$ cat config.mk
export PLATFORM = sky130hd
export DESIGN_NAME = booth_r4_csa_mult
export DESIGN_NICKNAME = d
export VERILOG_FILES = /design/src/rtl/booth_pkg.sv /design/src/rtl/csa_row.sv /design/src/rtl/booth_r4_csa_mult.sv
export SDC_FILE = /design/constraint.sdc
export NUM_CORES = 1
export LEC_CHECK = 0
export BUFFER_PORTS_ARGS = -buffer_cell sky130_fd_sc_hd__clkbuf_2
export CORE_ASPECT_RATIO = 0.9
export CORE_MARGIN = 2
export CORE_UTILIZATION = 55
export DETAILED_ROUTE_END_ITERATION = 8
export GPL_TIMING_DRIVEN = 0
export PLACE_DENSITY_LB_ADDON = 0.25
export SYNTH_ARGS = -nofsm -noshare
export SYNTH_HDL_FRONTEND = slang
export SYNTH_SLANG_ARGS = --single-unit
$ cat constraint.sdc
create_clock -name clk -period 4.22 [get_ports clk]
set_input_delay 0.844 -clock clk [delete_from_list [all_inputs] [get_ports clk]]
set_output_delay 0.844 -clock clk [all_outputs]
set_load 0.02 [all_outputs]
$ cat src/rtl/booth_pkg.sv
// Shared types for the radix-4 Booth carry-save multiplier: FSM states,
// Booth digit encoding and the multiplier-triplet recoder.
package booth_pkg;

    typedef enum logic [1:0] {
        IDLE    = 2'd0,
        RUN     = 2'd1,
        RESOLVE = 2'd2,
        DONE    = 2'd3
    } state_t;

    // Signed Booth digit in -2..+2; bit 2 is the sign, bit 0 marks |d|=1, bit 1 marks |d|=2
    typedef logic signed [2:0] booth_digit_t;

    function automatic booth_digit_t booth_digit(input logic [2:0] trip);
        booth_digit_t d;
        case (trip)
            3'b001, 3'b010: d = booth_digit_t'(3'b001);
            3'b011:         d = booth_digit_t'(3'b010);
            3'b100:         d = booth_digit_t'(3'b110);
            3'b101, 3'b110: d = booth_digit_t'(3'b111);
            default:        d = booth_digit_t'(3'b000);
        endcase
        return d;
    endfunction

endpackage

$ cat src/rtl/csa_row.sv
// N-bit row of independent full adders (3:2 compressor); the caller applies
// the carry weight shift.
module csa_row #(
    parameter int unsigned N = 8
) (
    input  logic [N-1:0] x,
    input  logic [N-1:0] y,
    input  logic [N-1:0] z,
    output logic [N-1:0] sum,
    output logic [N-1:0] cout
);

    assign sum  = x ^ y ^ z;
    assign cout = (x & y) | ((x ^ y) & z);

endmodule

$ cat src/rtl/booth_r4_csa_mult.sv
// Sequential radix-4 Booth multiplier: one digit per cycle into a carry-save
// accumulator, resolved by a single carry-propagate add before handoff.
module booth_r4_csa_mult
    import booth_pkg::*;
#(
    parameter int unsigned W      = 16,
    parameter bit          SIGNED = 1'b1
) (
    input  logic            clk,
    input  logic            rst,
    input  logic            in_valid,
    output logic            in_ready,
    input  logic [W-1:0]    a,
    input  logic [W-1:0]    b,
    output logic            out_valid,
    input  logic            out_ready,
    output logic [2*W-1:0]  p,
    output logic            busy
);

    localparam int unsigned PW = 2 * W;
    localparam int unsigned BW = W + 3;
    localparam int unsigned ND = SIGNED ? (W / 2) : (W / 2 + 1);
    localparam int unsigned CW = $clog2(ND);

    state_t         state_q, state_d;
    logic [PW-1:0]  a_q, a_d;
    logic [BW-1:0]  b_q, b_d;
    logic [PW-1:0]  sum_q, sum_d;
    logic [PW-1:0]  carry_q, carry_d;
    logic [CW-1:0]  cnt_q, cnt_d;
    logic [PW-1:0]  p_q, p_d;
    logic           ov_q, ov_d;

    booth_digit_t   dig;
    logic           neg;
    logic [PW-1:0]  mag, pp, pp_x;
    logic [PW-1:0]  row_s, row_c;

    // Booth mux: select |d|*a, align to digit weight, invert for negative digits
    always_comb begin
        dig  = booth_digit(3'(b_q >> {cnt_q, 1'b0}));
        neg  = dig[2];
        mag  = dig[0] ? a_q : (dig[1] ? (a_q << 1) : '0);
        pp   = mag << {cnt_q, 1'b0};
        pp_x = neg ? ~pp : pp;
    end

    csa_row #(.N(PW)) u_row (
        .x    (sum_q),
        .y    (carry_q),
        .z    (pp_x),
        .sum  (row_s),
        .cout (row_c)
    );

    always_ff @(posedge clk) begin
        if (rst) begin
            state_q <= IDLE;
            a_q     <= '0;
            b_q     <= '0;
            sum_q   <= '0;
            carry_q <= '0;
            cnt_q   <= '0;
            p_q     <= '0;
            ov_q    <= 1'b0;
        end else begin
            state_q <= state_d;
            a_q     <= a_d;
            b_q     <= b_d;
            sum_q   <= sum_d;
            carry_q <= carry_d;
            cnt_q   <= cnt_d;
            p_q     <= p_d;
            ov_q    <= ov_d;
        end
    end

    always_comb begin
        state_d = state_q;
        a_d     = a_q;
        b_d     = b_q;
        sum_d   = sum_q;
        carry_d = carry_q;
        cnt_d   = cnt_q;
        p_d     = p_q;
        ov_d    = ov_q;
        case (state_q)
            IDLE: begin
                if (in_valid) begin
                    a_d     = {{W{SIGNED & a[W-1]}}, a};
                    b_d     = {{2{SIGNED & b[W-1]}}, b, 1'b0};
                    sum_d   = '0;
                    carry_d = '0;
                    cnt_d   = '0;
                    state_d = RUN;
                end
            end
            RUN: begin
                // Carry bit 0 is vacated by the shift and carries the two's-complement +1
                sum_d   = row_s;
                carry_d = (row_c << 1) | PW'(neg);
                if (cnt_q == CW'(ND - 1)) begin
                    state_d = RESOLVE;
                end else begin
                    cnt_d = cnt_q + CW'(1);
                end
            end
            RESOLVE: begin
                p_d     = sum_q + carry_q;
                ov_d    = 1'b1;
                state_d = DONE;
            end
            DONE: begin
                if (out_ready) begin
                    ov_d    = 1'b0;
                    state_d = IDLE;
                end
            end
            default: state_d = IDLE;
        endcase
    end

    assign in_ready  = (state_q == IDLE);
    assign busy      = (state_q != IDLE);
    assign out_valid = ov_q;
    assign p         = p_q;

endmodule
* Yosys cells after proc, flatten, opt, wreduce, memory -nomap -nowiden *
Index checks and enable logic that the tools add are counted.

cells by class
  add/subtract/negate cells = 2
  equality and inequality tests = 14
  shifts and indexed selects = 2
  multiplexer cells = 16
  bitwise operators = 7
  reduce and logical (&&, ||, !) cells = 11

operator list
  kind                 number
  $mux 32              4
  $pmux 32 s2          2
  $xor 32x32->32       2
  $and 31x31->31       2
  $add 32x32->32       1
  $not 32->32          1
  $or 32x1->32         1
  $shl 32x4->32        1
  $or 31x31->31        1
  $shr 19x4->3         1
  $eq 3x3->1 const B   4
  $pmux 3 s4           1
  $ne 2x2->1 const B   4
  $pmux 2 s4           1
  $eq 3x2->1 const B   2
  $mux 2               3
  $mux 3               2
  $pmux 3 s2           1
  $reduce_and 2->1     3
  $reduce_and 3->1     2
  $reduce_bool 2->1    3
  $eq 2x2->1 const B   2
  $reduce_or 2->1      2
  $add 3x1->3 const B  1
  5 further kinds      5

word-level totals
  register bits = 134
  bits of input ports = 36
  output and inout bits = 35
  logic and storage cells = 60

* Logic depth before layout (Yosys ltp) *
Gate-level depths: netlist (run 1).

  word-level depth = 13
  mapped depth = 21

* Modules after synthesis *
A second synthesis (run 1) with hierarchy kept.

unflattened totals
  cell total of the unflattened synthesis = 1000
  area, all modules = 8489.4 um2

modules (own cells, without submodules)
  module             times used  cells an instance  area an instance (um2)  sequential area each (um2)
  booth_r4_csa_mult  1           968                7848.8                  2682.6
  csa_row            1           32                 640.6                   0.0

* Least setup slack after synthesis (run 1) *
No wires, ideal clock.

  kind = reg-to-reg
  start = register cnt_q[0]
  end = register sum_q[17]
  setup time = 0.128 ns
  data arrival time = 3.967 ns
  required time = 4.092 ns
  slack = 0.126 ns
  cell stages (with the launch flop) = 21
  period minus slack after synthesis = 4.094 ns
  cell sequence = dfxtp_1 buf_2 buf_2 clkbuf_1 mux2i_1 nor2_1 a31oi_1 o21a_1 ha_1 buf_2 buf_2 mux2_2 mux2i_1 mux2i_1 or2_2 o211ai_1 xor2_1 fa_1 nor2_1 a21oi_1 nor2_1

between the ends
  cells in the longest elaborated chain, start to end = 11
  elaborated cells on any way between the ends = 17
  those cells by class = eq/ne (6); shift (2); mux (5); bitwise (2); reduce/logical (2)

RTL lines
  what                                      line                     text
  start: declaration                        booth_r4_csa_mult.sv:31  logic [CW-1:0] cnt_q, cnt_d;
  start signal: assignment                  booth_r4_csa_mult.sv:73  cnt_q <= cnt_d;
  $shr 19x4->3                              booth_r4_csa_mult.sv:42  dig = booth_digit(3'(b_q >> {cnt_q, 1'b0}));
  $eq 3x3->1, or another cell as far along  booth_pkg.sv:17          case (trip)
  $reduce_or 2->1                           booth_pkg.sv:17
  $pmux 3 s4                                booth_pkg.sv:17
  $mux 32 (2 in a row)                      booth_r4_csa_mult.sv:44  mag = dig[0] ? a_q : (dig[1] ? (a_q << 1) : '0);
  $shl 32x4->32                             booth_r4_csa_mult.sv:45  pp = mag << {cnt_q, 1'b0};
  $not 32->32                               booth_r4_csa_mult.sv:46  pp_x = neg ? ~pp : pp;
  $mux 32 *                                 booth_r4_csa_mult.sv:46
  $xor 32x32->32 *                          csa_row.sv:13            assign sum = x ^ y ^ z;
  $pmux 32 s2 *                             booth_r4_csa_mult.sv:88  case (state_q)
  end signal: assignment                    booth_r4_csa_mult.sv:71  sum_q <= sum_d;
  end: declaration                          booth_r4_csa_mult.sv:29  logic [PW-1:0] sum_q, sum_d;

Mark *: on every way between the ends. The rest lies on a longest branch, timed or not.
A chain may end at the register's enable or synchronous reset.

* Worst setup path after layout (run 1) *
  start = register cnt_q[1]
  end = register sum_q[10]

The elaborated chain is that of the path after synthesis.

==> metrics.md, run 1 <==
| Metric | Value |
|---|---|
| Post-synth EDFFs | 0 |
| Peak VDD IR | a little under 0.4 mV |
| Clk Latency, worst-skew pair | around 430 ps |
| Largest net degree at the start of global routing | 17 |
| First-pass GRT wire length | between 30000 and 40000 um |
| Die W | around 140 um |
| CP Buf/Inv Count | 4 |
| Post-Syn Nets | between 1000 and 1500 |
| CP arrival | between 4000 and 5000 ps |
| CP peak stage delay | approximately 470 ps |
| Router iterations before antenna repair | 5 |
| Slew Limit Fails | 0 |
| Pwr per Cell Area | 488.3 nW/um^2 |
| CTS Hold Bufs | 0 |
| Nets | between 1000 and 1500 |
| Grt total ovfl | 0 |
| H-tree levels | 4 |
| Post-Syn Area per Cell | roughly 8 um^2 |
| Worst setup path category | reg2reg |
| R2r startpoint | cnt_q[1]$_SDFFE_PP0P_ |
| FMAX | 245.3 MHz |
| Gr usage total | roughly 28% |
| Via density | 5.684 |
| Die ar. | 17340 um^2 |
| Maxcap violations | 0 |
| Vias in the first global route | approximately 7800 |
| TritonCTS clock tree | yes |
| Starting Density | around 56% |
| Power, Total | roughly 5.1 mW |
| Synth Instances | 1144 |
| Critical path required time | around 4600 ps |
| Synthesis Warnings | 0 |
| Vias | 8299 |
| Core area | about 16000 um^2 |
| Gpl congestion | between 0.9 and 1 |
| Cell family with most CP delay | multiplexers |
| Min-Delay Startpoint | p[17]$_SDFFE_PP0P_ |
| Max clock buf depth | 2 |
| Hold Fails Final Rpt | 0 |
| Hold WS | around 450 ps |
| Layout cell share with drive strength beyond 1 | between 10% and 20% |
| Design Area, Final | between 10000 and 15000 um^2 |
| Seq/Total Area, Yosys | 29.91% |
| Distinct cells, synth | 79 |
| Crit end category | register |
| DR iter-0 viols | 604 |
| Post-Syn Area | ~9000 um^2 |
| Cell Chain, Critical Path | buf_4 -> buf_4 -> mux4_2 -> nand2_1 -> and2_4 -> ha_1 -> clkbuf_4 -> buf_12 -> mux2_2 -> nor2_1 -> a21oi_1 -> mux2i_2 -> o22ai_1 -> a21oi_1 -> xor2_1 -> fa_1 -> nor2_1 -> a21oi_1 -> nor2_1 |
| Hpwl dp | between 15000 and 20000 um |
| Commonest non-fill, non-tap cell in the layout | nor2_1 |
| ANT nets after route | 0 |
| CP max-delay cell | fa_1 |
| Rows | 44 |
| R2R Setup Slk | about 140 ps |
| Clk root buf | clkbuf_16 |
| Dpl cell area | approximately 9600 um^2 |
| Placed cells | around 1400 |
| Top-level I/O count | 71 |
| Total CTS buffers | 17 |
| Area Overhead vs Synth | 15.39% |
| CTS clock-pin slew for the worst setup and hold paths | about 60 ps |
| Setup TNS | 0 ps |
| Crit path from | cnt_q[1]$_SDFFE_PP0P_ |
| Async SR Flop Fraction | 0% |
| Yosys reg bits | between 100 and 150 |
| Final wirelength | between 20000 and 25000 um |
| Leakage power | 3.833 nW |
| RSZ-0062 raised after global routing | false |
| Clock sink count | approximately 130 |
| Outcome | finished, final reports clean |
| Setup violators final | 0 |
| Tcrit/Tclk final | around 97% |
| Antenna violations before repair | 0 |
| Commonest cells after routing, fill and taps aside | 183 x nor2_1, 140 x a21oi_1, 132 x dfxtp_1 |
| # DRC | 0 |
| Die Ht | between 100 and 150 um |
| WL per Instance | 16.30 um |
| Max Clock Skew | roughly 11 ps |
| Crit start category | register |
| Non-Filler Instances | between 1000 and 1500 |
| Clock period minus worst slack | between 4000 and 5000 ps |
| Hold Crit Class | reg2reg |
| Least-Margin Pin Slew | around 780 ps |
| IO buf count | 70 |
| Slew headroom | between 40% and 50% |
| Antenna diode count | 0 |
| Ys flop type | dfxtp_1 |
| Critical path peak fanout | 10 |
where the power goes:
part | switching [mW] | total (mW) | internal, mW | leakage, nW
clock | 0.582 | 1.48 | 0.896 | 0.285
combinational | 1.35 | 2.06 | 0.708 | 2.46
sequential | 0.107 | 1.51 | 1.41 | 1.09
metal layers:
metal | global-route usage, % | share of wire, % | up-vias | routed length (um)
li1 | - | - | 4099 | -
met1 | 38.13 | 45 | 3815 | 10800
met2 | 42.78 | 44 | 334 | 10480
met3 | 6.932 | 7.5 | 51 | 1776
met4 | 11.10 | 3.2 | 0 | 750
met5 | 0 | 0 | - | 0
state kept, by name, indices dropped and copies added, names as in the netlist:
name,flops
carry_q,32
p,32
sum_q,32
a_q,16
b_q,16
cnt_q,3
state_q,2
out_valid,1
what timing repair did:
action	4_1_cts	5_1_grt
setup endpoints to repair	58	50
pin swaps	0	6
buffers inserted	0	7
resized for setup	13	33
kinds of logic after synthesis:
logic type | share of synthesized area [%]
simple gates | 19.37
buf+inv | 6.530
mux | 6.683
compound gates | 20.15
xor+xnor | 4.493
flops | 29.91
fa+ha+maj | 12.86
per-stage QoR:
stage | worst slack (ps) | util [%]
after floorplan | 125.9 | -
after global placement | -573.8 | 59.78
after detailed placement | -662.9 | 59.78
after CTS | 0.3006 | 63.61
after global routing | 3.344 | 64.59
final | 143.3 | 64.59
synth_stat cells, drive strengths merged (6+ instances only):
library cell,n,area [um^2]
nor2,183,686.9
a21oi,142,714.4
dfxtp,134,2683
nand2,130,488.0
inv,77,289.0
clkbuf,48,181.4
ha,41,513.0
o21ai,38,190.2
mux2i,35,362.8
xnor2,35,306.5
fa,32,640.6
buf,24,107.6
nand3,16,80.08
a21o,15,112.6
nor3,14,70.07
a211oi,12,95.09
nand4,12,75.07
mux2,11,123.9
o21a,11,82.58
xor2,11,96.34
and2,10,62.56
a31oi,9,62.56
nand2b,7,43.79
a22oi,6,45.04
o211ai,6,45.04
final cells by class:
class                           instances  area, um^2
Clock inverter                         13       130.1
Tap cell                              207       259.0
Clock buffer                           19       452.9
Inverter                               79       300.3
Fill cell                            1383        5673
Buffer                                 72       357.8
Sequential cell                       134        2688
Multi-Input combinational cell        859        5757
Timing Repair Buffer                   77       402.9
worst register-to-register path, cell delays in order (launching register included):
cell and delay, ps:
dfxtp_2 390, buf_4 200, buf_4 230, mux4_2 330
nand2_1 90, and2_4 150, ha_1 230, clkbuf_4 180
buf_12 160, mux2_2 300, nor2_1 120, a21oi_1 80
mux2i_2 240, o22ai_1 120, a21oi_1 180, xor2_1 290
fa_1 470, nor2_1 120, a21oi_1 50, nor2_1 90
final timing paths:
| kind | depth (start not counted) | end |
|---|---|---|
| max | 19 | sum_q[10]$_SDFFE_PP0P_ |
| min | 2 | p[17]$_SDFFE_PP0P_ |
| max reg2reg | 19 | sum_q[10]$_SDFFE_PP0P_ |
| min reg2reg | 2 | p[17]$_SDFFE_PP0P_ |
Note: power is estimated with default switching activity, not from simulation.
==> run 2, diff against run 1 <==
--- a/config.mk
+++ b/config.mk
@@ -5,13 +5,14 @@
 export SDC_FILE = /design/constraint.sdc
 export NUM_CORES = 1
 export LEC_CHECK = 0
-export BUFFER_PORTS_ARGS = -buffer_cell sky130_fd_sc_hd__clkbuf_2
+export BUFFER_PORTS_ARGS = -buffer_cell sky130_fd_sc_hd__buf_2
 export CORE_ASPECT_RATIO = 0.9
 export CORE_MARGIN = 2
 export CORE_UTILIZATION = 55
 export DETAILED_ROUTE_END_ITERATION = 8
 export GPL_TIMING_DRIVEN = 0
 export PLACE_DENSITY_LB_ADDON = 0.25
+export SLEW_MARGIN = 20
 export SYNTH_ARGS = -nofsm -noshare
 export SYNTH_HDL_FRONTEND = slang
 export SYNTH_SLANG_ARGS = --single-unit
==> run 2 against run 1 <==
Against the previous run: final cell count fell by 0.21%; via count barely moved; cell area fell by 0.18%; utilization fell by 0.12 points; clock skew fell by 2.6 ps; clock power rose by 9%; hold slack got worse by 4.5 ps; largest cell class unchanged.
==> metrics.md, run 2 (synthesized netlist as in run 1, its figures left out) <==
| Metric | Value |
|---|---|
| Outcome | finished, final reports clean |
| Least-Margin Pin Slew | ~800 ps |
| DR iter-0 viols | slightly above 700 |
| CP arrival | 4420 ps |
| Crit start category | register |
| Die Ht | about 130 um |
| Antenna violations before repair | 0 |
| Gpl congestion | 0.9375 |
| Commonest non-fill, non-tap cell in the layout | nor2_1 |
| Hpwl dp | ~18000 um |
| Clk root buf | clkbuf_16 |
| Clk Latency, worst-skew pair | between 400 and 500 ps |
| Critical path required time | 4600 ps |
| Gr usage total | ~28% |
| Setup slack after placement | -587.4 ps |
| Worst setup path category | reg2reg |
| Nets | roughly 1300 |
| Top-level I/O count | between 70 and 80 |
| FMAX | roughly 250 MHz |
| Via density | approximately 5.7 |
| Slew Limit Fails | 0 |
| Max clock buf depth | 2 |
| TritonCTS clock tree | yes |
| Core area | around 16000 um^2 |
| # DRC | 0 |
| H-tree levels | 4 |
| Leakage power | 3.844 nW |
| Max Clock Skew | 8.559 ps |
| Worst Slack Setup Final | around 170 ps |
| Slew headroom | 46.45% |
| Die W | roughly 140 um |
| Maxcap violations | 0 |
| Final Util | between 60% and 70% |
| Grt total ovfl | 0 |
| Total CTS buffers | 17 |
| Clock sink count | about 130 |
| Rows | between 40 and 50 |
| Largest net degree at the start of global routing | 17 |
| Vias | 8292 |
| Setup violators final | 0 |
| Hold Crit Class | reg2reg |
| Critical path peak fanout | 10 |
| Area Overhead vs Synth | 15.18% |
| Layout cell share with drive strength beyond 1 | 13.68% |
| Router iterations before antenna repair | 5 |
| Clock period minus worst slack | approximately 4000 ps |
| IO buf count | 70 |
| Antenna diode count | 0 |
| Hold WS | roughly 450 ps |
| Final wirelength | 23650 um |
| CTS clock-pin slew for the worst setup and hold paths | 60 ps |
| Peak VDD IR | 0.4557 mV |
| Starting Density | a little under three fifths |
| Crit end category | register |
| Hold Fails Final Rpt | 0 |
| Fill count | roughly 1400 |
| First-pass GRT wire length | just under 40000 um |
| WL per Instance | ~16 um |
| Tcrit/Tclk final | 95.86% |
| Die ar. | about 17000 um^2 |
| Pwr per Cell Area | 497.1 nW/um^2 |
| Commonest cells after routing, fill and taps aside | 183 x nor2_1, 141 x a21oi_1, 132 x dfxtp_1 |
| ANT nets after route | 0 |
| Vias in the first global route | between 7000 and 8000 |
| Power, Total | ~5.1 mW |
## run 2: cell types whose count changed in the layout (fill, tap and decap cells not counted), sizes merged
cell,delta
buf,+67
bufinv,+2
clkbuf,-72
## run 2: area by class of cell
class                           count  area (um^2)  area share [%]
Buffer                             71        332.8           3.222
Multi-Input combinational cell    859         5731           55.48
Clock inverter                     15        205.2           1.987
Sequential cell                   134         2688           26.02
Tap cell                          207        259.0           2.508
Inverter                           79        300.3           2.907
Timing Repair Buffer               75        387.9           3.755
Clock buffer                       17        425.4           4.119
## run 2: metal layers
layer | GRT usage, % | part of all wire, % | up-vias | routed length, um
met4 | 10.38 | 2.5 | 0 | 600
li1 | - | - | 4097 | -
met2 | 42.66 | 44 | 332 | 10340
met3 | 4.979 | 7.0 | 46 | 1646
met1 | 38.90 | 47 | 3817 | 11060
met5 | 0 | 0 | - | 0
## run 2: critical path, stage by stage (launching register included)
cell	delay (ps)
dfxtp_1	310
clkbuf_2	200
clkinvlp_4	150
clkbuf_2	240
a31oi_1	110
o21a_1	200
ha_1	290
clkbuf_4	180
buf_8	160
mux2_2	370
nor2_1	110
a21oi_1	80
mux2i_2	250
o22ai_1	130
a21oi_1	190
xor2_1	270
fa_1	460
nor2_1	130
a21oi_1	60
nor2_1	90
## run 2: final timing paths
check / endpoint / startpoint / cells after the start / slack [ps]
worst max register to register: sum_q[10]$_SDFFE_PP0P_ / cnt_q[2]$_SDFFE_PP0P_ / 19 / 170
worst max-delay path: sum_q[10]$_SDFFE_PP0P_ / cnt_q[2]$_SDFFE_PP0P_ / 19 / 170
worst min register to register: p[15]$_SDFFE_PP0P_ / p[15]$_SDFFE_PP0P_ / 2 / 450
worst min-delay path: p[15]$_SDFFE_PP0P_ / p[15]$_SDFFE_PP0P_ / 2 / 450
## run 2: what timing repair did
item	4_1_cts	5_1_grt
pin swaps	0	3
endpoints found under the setup margin	58	51
setup buffers	0	5
hold buffers	0	0
resized for setup	14	22
## run 2: power breakdown
part | total (mW) | switching (mW) | internal (mW) | leakage, nW
Clock | 1.61 | 0.622 | 0.991 | 0.299
Sequential | 1.52 | 0.110 | 1.41 | 1.09
Combinational | 2.01 | 1.33 | 0.678 | 2.46
## run 2: through the flow
step	cell area, um^2	instances	TNS [ps]
after floorplan	8967	1144	0
after global placement	9577	1421	-20370
after detailed placement	9577	1421	-21120
after CTS	10250	1453	0
after global routing	10330	1457	-17.28
final	10330	1457	0
==> run 3, diff against run 2 <==
--- a/config.mk
+++ b/config.mk
@@ -12,6 +12,7 @@
 export DETAILED_ROUTE_END_ITERATION = 8
 export GPL_TIMING_DRIVEN = 0
 export PLACE_DENSITY_LB_ADDON = 0.25
+export RECOVER_POWER = 25
 export SLEW_MARGIN = 20
 export SYNTH_ARGS = -nofsm -noshare
 export SYNTH_HDL_FRONTEND = slang
==> run 3 against run 2 <==
Against the previous run: clock power about the same; die area unchanged; maximum frequency about the same; sequential power about the same; critical path depth unchanged; hold slack better by 3.5 ps; sequential share of layout area up 0.14 points; register-to-register slack about the same; largest cell class unchanged; largest power group unchanged; highest routed layer unchanged.
==> metrics.md, run 3 (synthesized netlist as in run 1, its figures left out) <==
| Metric | Value |
|---|---|
| Crit path from | cnt_q[2]$_SDFFE_PP0P_ |
| Vias | around 8200 |
| Cell family with most CP delay | buffers and inverters |
| Pwr per Cell Area | ~500 nW/um^2 |
| DR iter-0 viols | 768 |
| Antenna violations before repair | 0 |
| FMAX | about 250 MHz |
| Core area | between 15000 and 20000 um^2 |
| CP Buf/Inv Count | 5 |
| TritonCTS clock tree | yes |
| Nets | between 1000 and 1500 |
| Power, Total | just over 5 mW |
| Clk root buf | clkbuf_16 |
| First-pass GRT wire length | about 39000 um |
| Total CTS buffers | 17 |
| CTS clock-pin slew for the worst setup and hold paths | around 60 ps |
| R2r startpoint | cnt_q[2]$_SDFFE_PP0P_ |
| R2R Setup Slk | around 170 ps |
| Hold Crit Depth | 2 |
| Die W | 138.6 um |
| Starting Density | a little under three fifths |
| Die Ht | ~130 um |
| Grt total ovfl | 0 |
| Antenna diode count | 0 |
| FF-to-FF path depth | 19 |
| Gr usage total | between 20% and 30% |
| Die ar. | ~17000 um^2 |
| Max Clock Skew | about 7.3 ps |
| WL per Instance | approximately 16 um |
| Hold Path End | p[17]$_SDFFE_PP0P_ |
| H-tree levels | 4 |
| Leakage power | ~3.7 nW |
| Setup violators final | 0 |
| Peak VDD IR | 0.4549 mV |
| FF-to-FF End | sum_q[10]$_SDFFE_PP0P_ |
| Router iterations before antenna repair | 6 |
| CP arrival | roughly 4400 ps |
| Clk Latency, worst-skew pair | approximately 440 ps |
| Crit start category | register |
| Crit end category | register |
| Largest net degree at the start of global routing | 17 |
| Min-Delay Startpoint | p[17]$_SDFFE_PP0P_ |
| Cell Chain, Critical Path | clkbuf_2 -> clkinvlp_4 -> clkbuf_2 -> a31oi_1 -> o21a_1 -> ha_1 -> clkbuf_4 -> buf_8 -> mux2_2 -> nor2_1 -> a21oi_1 -> mux2i_2 -> o22ai_1 -> a21oi_1 -> xor2_1 -> fa_1 -> nor2_1 -> a21oi_1 -> nor2_1 |
| CTS Hold Bufs | 0 |
| Hold WS | 449.0 ps |
| Outcome | finished, final reports clean |
| # DRC | 0 |
| Critical path peak fanout | 10 |
| Tcrit/Tclk final | between 90% and 100% |
| Least-Margin Pin Slew | a little over 800 ps |
| Setup TNS | 0 ps |
| Hold Fails Final Rpt | 0 |
| Vias in the first global route | around 8000 |
| Final wirelength | around 24000 um |
| Max clock buf depth | 2 |
| Maxcap violations | 0 |
| Clock period minus worst slack | 4046 ps |
| Hold Crit Class | reg2reg |
| Gpl congestion | 0.9375 |
| IO buf count | 70 |
| Area Overhead vs Synth | 14.55% |
| Top-level I/O count | a little over 70 |
| CP max-delay cell | fa_1 |
| Worst setup path category | reg2reg |
| Layout cell share with drive strength beyond 1 | a little over a tenth |
| Slew Limit Fails | 0 |
| Critical path required time | between 4000 and 5000 ps |
| CP peak stage delay | roughly 460 ps |
| Hpwl dp | about 18000 um |
| Clock sink count | around 130 |
| Rows | 44 |
| Commonest non-fill, non-tap cell in the layout | nor2_1 |
| ANT nets after route | 0 |
| Slew headroom | 44.68% |
| Fill count | around 1400 |
| Via density | ~5.7 |
| Commonest cells after routing, fill and taps aside | 183 x nor2_1, 141 x a21oi_1, 132 x dfxtp_1 |
## run 3: tightest hold or removal path, cell delays in order, from the launching register on
cell and delay [ps]:
dfxtp_1 320, nand2_1 40, o21ai_0 50
## run 3: per-layer routing
metal  vias to the layer above  track usage [%]  part of all wire, %
li1                       4093                -                    -
met4                         0            10.38                  2.3
met2                       298            42.66                   44
met1                      3805            38.90                   47
met3                        40            4.979                  6.4
met5                         -                0                    0
## run 3: final cells by class
cell class / count / area (um^2) / area share [%]
inverter: 79 / 300.3 / 2.923
sequential: 134 / 2688 / 26.16
timing repair buffer: 75 / 344.1 / 3.350
buffer: 71 / 332.8 / 3.240
clock inverter: 15 / 205.2 / 1.998
clock buffer: 17 / 425.4 / 4.141
multi-input combinational: 859 / 5718 / 55.66
tap: 207 / 259.0 / 2.521
## run 3: worst max path at each step
| stage | cells past startpoint | slack [ps] | endpoint |
|---|---|---|---|
| after CTS | 19 | 20 | sum_q[10]$_SDFFE_PP0P_ |
| after detailed placement | 21 | -590 | sum_q[10]$_SDFFE_PP0P_ |
| after floorplan | 20 | 130 | sum_q[17]$_SDFFE_PP0P_ |
| after global routing | 19 | -20 | sum_q[10]$_SDFFE_PP0P_ |
| final | 19 | 170 | sum_q[10]$_SDFFE_PP0P_ |
| after global placement | 20 | -580 | sum_q[17]$_SDFFE_PP0P_ |
## run 3: stage by stage
stage	utilization, %	setup WS, ps	std cells	instance area (um^2)
detailed placement	59.78	-587.4	1421	9577
CTS	63.96	16.27	1453	10250
global placement	59.78	-579.2	1421	9577
finish	64.12	173.9	1457	10270
global route	64.12	-17.28	1457	10270
floorplan	-	125.9	1144	8967
## run 3: what timing repair did
action / in CTS / in global routing
cloned: 0 / 0
pin swaps: 0 / 3
gates resized for setup: 14 / 22
endpoints found under the setup margin: 58 / 51
buffers inserted: 0 / 5
## run 3: power breakdown
group          internal (mW)  switching [mW]
clock                  0.991           0.617
sequential              1.41           0.111
combinational          0.669            1.33
total                   3.07            2.05
